## config.mk

```make
export PLATFORM = sky130hd
export DESIGN_NAME = csr_timer
export DESIGN_NICKNAME = d
export VERILOG_FILES = /design/src/rtl/csr_timer_pkg.sv /design/src/rtl/csr_stable_counter.sv /design/src/rtl/csr_timer.sv
export SDC_FILE = /design/constraint.sdc
export NUM_CORES = 1
export LEC_CHECK = 0
export BUFFER_PORTS_ARGS = -buffer_cell sky130_fd_sc_hd__buf_2
export CAP_MARGIN = 20
export CORE_MARGIN = 4
export CORE_UTILIZATION = 40
export CTS_BUF_LIST = sky130_fd_sc_hd__clkbuf_2
export CTS_CLUSTER_SIZE = 28
export DETAILED_ROUTE_END_ITERATION = 16
export HOLD_SLACK_MARGIN = 0.08
export SYNTH_ARGS = -nofsm -noshare
export SYNTH_HDL_FRONTEND = slang
export SYNTH_SLANG_ARGS = --single-unit
```

## constraint.sdc

```tcl
create_clock -name clk -period 3.5 [get_ports clk]
set_clock_uncertainty 0.05 [all_clocks]
set_input_delay 0.175 -clock clk [delete_from_list [all_inputs] [get_ports clk]]
set_output_delay 0.175 -clock clk [all_outputs]
set_load 0.005 [all_outputs]
```

## src/rtl/csr_timer_pkg.sv

```systemverilog
// Shared definitions for the LoongArch timer CSR block.
// Holds CSR addresses, TCFG field positions and timer state encoding.
package csr_timer_pkg;

    localparam logic [13:0] CSR_TID   = 14'h40;
    localparam logic [13:0] CSR_TCFG  = 14'h41;
    localparam logic [13:0] CSR_TVAL  = 14'h42;
    localparam logic [13:0] CSR_TICLR = 14'h44;

    localparam int TCFG_EN          = 0;
    localparam int TCFG_PERIODIC    = 1;
    localparam int TCFG_INITVAL_LSB = 2;

    typedef enum logic [1:0] {
        TMR_IDLE    = 2'd0,
        TMR_COUNT   = 2'd1,
        TMR_EXPIRED = 2'd2
    } timer_state_t;

endpackage

```

## src/rtl/csr_stable_counter.sv

```systemverilog
// Free-running 64-bit stable counter feeding rdcnt{vl,vh}.w.
// Ports: clk, rst (async active-low), cnt (64-bit count). Built only with TIMER_CNT64_EN.
`ifdef TIMER_CNT64_EN
module csr_stable_counter (
    input  logic        clk,
    input  logic        rst,
    output logic [63:0] cnt
);

    always_ff @(posedge clk or negedge rst) begin
        if (!rst) begin
            cnt <= 64'h0;
        end else begin
            cnt <= cnt + 64'h1;
        end
    end

endmodule
`endif

```

## src/rtl/csr_timer.sv

```systemverilog
// Timer CSRs TID/TCFG/TVAL/TICLR and timer interrupt source for the CSR file.
// Ports: clk, rst (async active-low), CSR read/write port, is_ti, cnt_value. Macro: TIMER_CNT64_EN.
module csr_timer
    import csr_timer_pkg::*;
#(
    parameter int          TIMER_WIDTH = 32,
    parameter logic [31:0] TID_RESET   = 32'h0
) (
    input  logic        clk,
    input  logic        rst,
    input  logic        read_en,
    input  logic [13:0] read_addr,
    output logic [31:0] read_data,
    input  logic        write_en,
    input  logic [13:0] write_addr,
    input  logic [31:0] write_data,
    output logic        is_ti,
    output logic [63:0] cnt_value
);

    localparam int N = TIMER_WIDTH;

    timer_state_t   state;
    logic [31:0]    tid;
    logic [N-1:0]   tcfg;
    logic [N-1:0]   tval;

    logic           tid_we;
    logic           tcfg_we;
    logic           ticlr_we;
    logic           expire;
    logic [N-1:0]   load_wr;
    logic [N-1:0]   load_cfg;
    logic [31:0]    tcfg_ext;
    logic [31:0]    tval_ext;
    logic [31:0]    rd_mux;

    assign tid_we   = write_en && (write_addr == CSR_TID);
    assign tcfg_we  = write_en && (write_addr == CSR_TCFG);
    assign ticlr_we = write_en && (write_addr == CSR_TICLR);

    assign load_wr  = {write_data[N-1:TCFG_INITVAL_LSB], 2'b00};
    assign load_cfg = {tcfg[N-1:TCFG_INITVAL_LSB], 2'b00};

    // A TCFG write in the same cycle overrides any expiry.
    assign expire = (state == TMR_COUNT) && (tval == '0) && !tcfg_we;

    always_comb begin
        tcfg_ext = 32'h0;
        tval_ext = 32'h0;
        tcfg_ext[N-1:0] = tcfg;
        tval_ext[N-1:0] = tval;
    end

    always_comb begin
        rd_mux = 32'h0;
        unique case (1'b1)
            (read_addr == CSR_TID):  rd_mux = tid;
            (read_addr == CSR_TCFG): rd_mux = tcfg_ext;
            (read_addr == CSR_TVAL): rd_mux = tval_ext;
            default:                 rd_mux = 32'h0;
        endcase
    end

    always_ff @(posedge clk or negedge rst) begin
        if (!rst) begin
            state     <= TMR_IDLE;
            tid       <= TID_RESET;
            tcfg      <= '0;
            tval      <= '0;
            is_ti     <= 1'b0;
            read_data <= 32'h0;
        end else begin
            if (tid_we) begin
                tid <= write_data;
            end

            if (tcfg_we) begin
                tcfg  <= write_data[N-1:0];
                tval  <= load_wr;
                state <= write_data[TCFG_EN] ? TMR_COUNT : TMR_IDLE;
            end else begin
                unique case (state)
                    TMR_COUNT: begin
                        if (tval != '0) begin
                            tval <= tval - 1'b1;
                        end else if (tcfg[TCFG_PERIODIC]) begin
                            tval <= load_cfg;
                        end else begin
                            state <= TMR_EXPIRED;
                        end
                    end
                    default: ;
                endcase
            end

            // A new expiry beats a simultaneous clear so no event is lost.
            if (expire) begin
                is_ti <= 1'b1;
            end else if (ticlr_we && write_data[0]) begin
                is_ti <= 1'b0;
            end

            read_data <= read_en ? rd_mux : 32'h0;
        end
    end

`ifdef TIMER_CNT64_EN
    csr_stable_counter u_cnt (
        .clk (clk),
        .rst (rst),
        .cnt (cnt_value)
    );
`else
    assign cnt_value = 64'h0;
`endif

endmodule

```

==> run summary <==
Routed Antenna Nets: 0
Area after DPL: 7580 um2
Ys async rst share: 100%
Die height: 141 um
Via count: 5878
Most frequent cells after synthesis: 131 x dfrtp_1, 109 x nand2_1, 89 x nor2_1, 65 x buf_4, 46 x a21oi_1
Skew-Pair Late Insertion Delay: 0.74 ns
Leakage: 4.20 nW
Largest net degree at the start of global routing: 71
Synth area leader: dfrtp_1
CTS buffer count: 17
Util after Layout: 48.3%
Vias in the first global route: 5914
Share of layout cells above drive strength 1: 17.7%
Synth top area share: 46.3%
Netlist cell types: 61
Power density cells: 320 nW/um2
Clk network pwr share: 35.6%
Setup TNS: 0 ns
H-Tree Depth: 4
Clk sink count: 131
DRT Pass-1 Iters: 5
Core ar.: 17300 um2
Root Driver: clkbuf_2
Die width: 141 um
Worst VDD drop: 228 uV
Post-route cell area: 8350 um2
Top-Level Pins: 161
DRT iter0 DRCs: 445
Tmin final: 3.03 ns
Worst-Margin Slew: 1.10 ns
Final setup violation count: 0
CP Data Arrival Time: 3.60 ns
Initial antenna violation count: 1
Area contributors post-synth: dfrtp_1 46%, buf_4 6.9%, nand2_1 5.8%
Final hold vios: 0
Rel. slew slack: 26.6%
CP max FO: 9
FILL cells: 1719
Cells after Synth: 759
Crit share post-route: 86.5%
CTS clock-pin slew for the worst setup and hold paths: 0.20 ns
Top_reg_cell synth: dfrtp_1
Mapped Avg Cell Area: 9.33 um2
Starting Density: 40.9%
Slew Limit Fails: 0
DP Wirelength: 12.6 mm
Routed wire per std cell: 17.0 um
Crit. End Element: flip-flop
Synthesized area: 7080 um2
Final #Nets: 964
Combinational Power Share: 7.6%
DRC violations left: 0
Register area share after synthesis: 46.3%
Crit path max-delay cell type: or4_1
Switching Power: 0.682 mW
Port Buffer Count: 96
First-pass GRT wire length: 31.5 mm
Area Growth Syn to Fin: 17.9%
Clock Tree Buf Depth: 2
Switch share: 25.5%
Routability cong.: 0.887
GRT Overall Usage: 19.8%
EDFF count, synth: 0
CTS tree: built
Ys Warns: 0
Vias per std cell: 5.17
Cell Rows: 48
Worst hold path type: in2reg
WL final: 19.3 mm
Crit-path cells: nor4_2 -> nand4_2 -> or4_1 -> buf_4 -> nand3_4 -> o21ai_1 -> a221o_1
Grt total ovfl: 0
Seq cells post-synth: 131
Die footprint: 19900 um2
Flop pwr share: 56.8%
Critical path's top delay family: simple AND/OR/NAND/NOR gates
Status: completed
Startpoint type of the worst setup path: flip-flop
Critical path buffers and inverters: 1
Fmax achieved: 330 MHz
Most frequent cell after synthesis: dfrtp_1
Max cap viols: 0
CP required: 4.07 ns
Crit Path Class: reg2reg
RSZ-0062 raised after global routing: no
Crit path largest cell delay: 0.79 ns
Internal: 1.99 mW
## state kept, by name, indices dropped and copies added, names as in the netlist
signal     flops
tcfg          32
state          2
read_data     32
tval          32
is_ti          1
tid           32
## power groups by stage
stage	sequential (mW)	combinational (mW)	clock, mW
floorplan	1.55	0.119	0
global placement	1.55	0.166	0
detailed placement	1.55	0.166	0
CTS	1.52	0.205	0.978
global route	1.52	0.229	1.05
finish	1.52	0.204	0.952
## routing by layer
metal	GRT usage, %	vias to the layer above	share of wire, %
li1	-	2831	-
met1	26.4	2850	45
met2	32.9	174	48
met3	4.21	23	5.4
met4	5.51	0	1.7
met5	0	-	0
## worst min-delay path, stage by stage
cell and delay, ns:
buf_2 0.30, mux2i_1 0.19, nor2_1 0.08, a21oi_1 0.04, nor2_1 0.07
## placed cells by master, fill, tap and decap left out, types with 3 or more instances in the layout
cell             n
a221o_1          3
clkinv_2         5
bufinv_16        3
a31oi_1         14
or3_1            5
o31ai_1          3
o2bb2ai_1       10
nor4_1           9
and2_1           3
o211ai_1        11
and4_1           3
o21ai_1         23
nand2_1        109
conb_1          64
nand3_1         10
nand4b_1         3
nor3_1          18
a211oi_1        10
nor3b_1          6
nand4_1          5
buf_2           95
dfrtp_1        131
clkinv_1         3
nor2_1          89
inv_1            9
xor2_1           4
buf_4           18
dlygate4sd3_1   50
a211o_1          4
o21ai_0         14
mux2i_1         32
mux2_1          30
a21oi_1         46
clkbuf_2        19
## kinds of logic after synthesis
logic type / after synthesis / synth area share (%)
xor gates and xnor gates: 6 / 0.742
and+or+nand+nor: 281 / 18.8
buffers and inverters: 118 / 10.1
adders and majority gates: 2 / 0.353
other: 1 / 0.0530
muxes: 65 / 9.83
AOI/OAI and AO/OA: 155 / 13.8
DFF: 131 / 46.3
## per-stage QoR
step | hold WS [ns] | power, mW | setup WS (ns) | instances
after floorplan | -0.171 | 1.66 | 1.06 | 822
after global placement | 0.197 | 1.71 | 0.634 | 1053
after detailed placement | 0.195 | 1.71 | 0.560 | 1053
after CTS | 0.0849 | 2.70 | 0.503 | 1135
after global routing | 0.0891 | 2.80 | 0.288 | 1137
final | 0.125 | 2.67 | 0.473 | 1137
## final cells by class
class	count	area, um2	area share [%]
Inverter	9	33.8	0.405
Clock buffer	19	95.1	1.14
Antenna cell	1	2.50	0.0300
Tap cell	225	282	3.37
Sequential cell	131	3280	39.3
Clock inverter	13	141	1.69
Timing Repair Buffer	166	1170	14.0
Multi-Input combinational cell	573	3340	40.1
## worst paths after layout
kind	startpoint	cells after the start	slack (ns)	to
max in group asynchronous	rst	4	2.58	tid[9]
min in group asynchronous	rst	4	0.49	read_data[13]
worst max-delay path	tval[20]	7	0.47	tval[14]
worst max register to register	tval[20]	7	0.47	tval[14]
worst min-delay path	read_addr[1]	5	0.12	read_data[16]
worst min register to register	tid[7]	1	0.45	tid[7]
## what timing repair did
| item | CTS | global route |
|---|---|---|
| buffers inserted | 0 | 0 |
| hold endpoints to repair | 260 | 1 |
| resized for setup | 0 | 0 |
| hold buffers | 50 | 1 |
No activity file was read; power rests on OpenSTA's default activity.
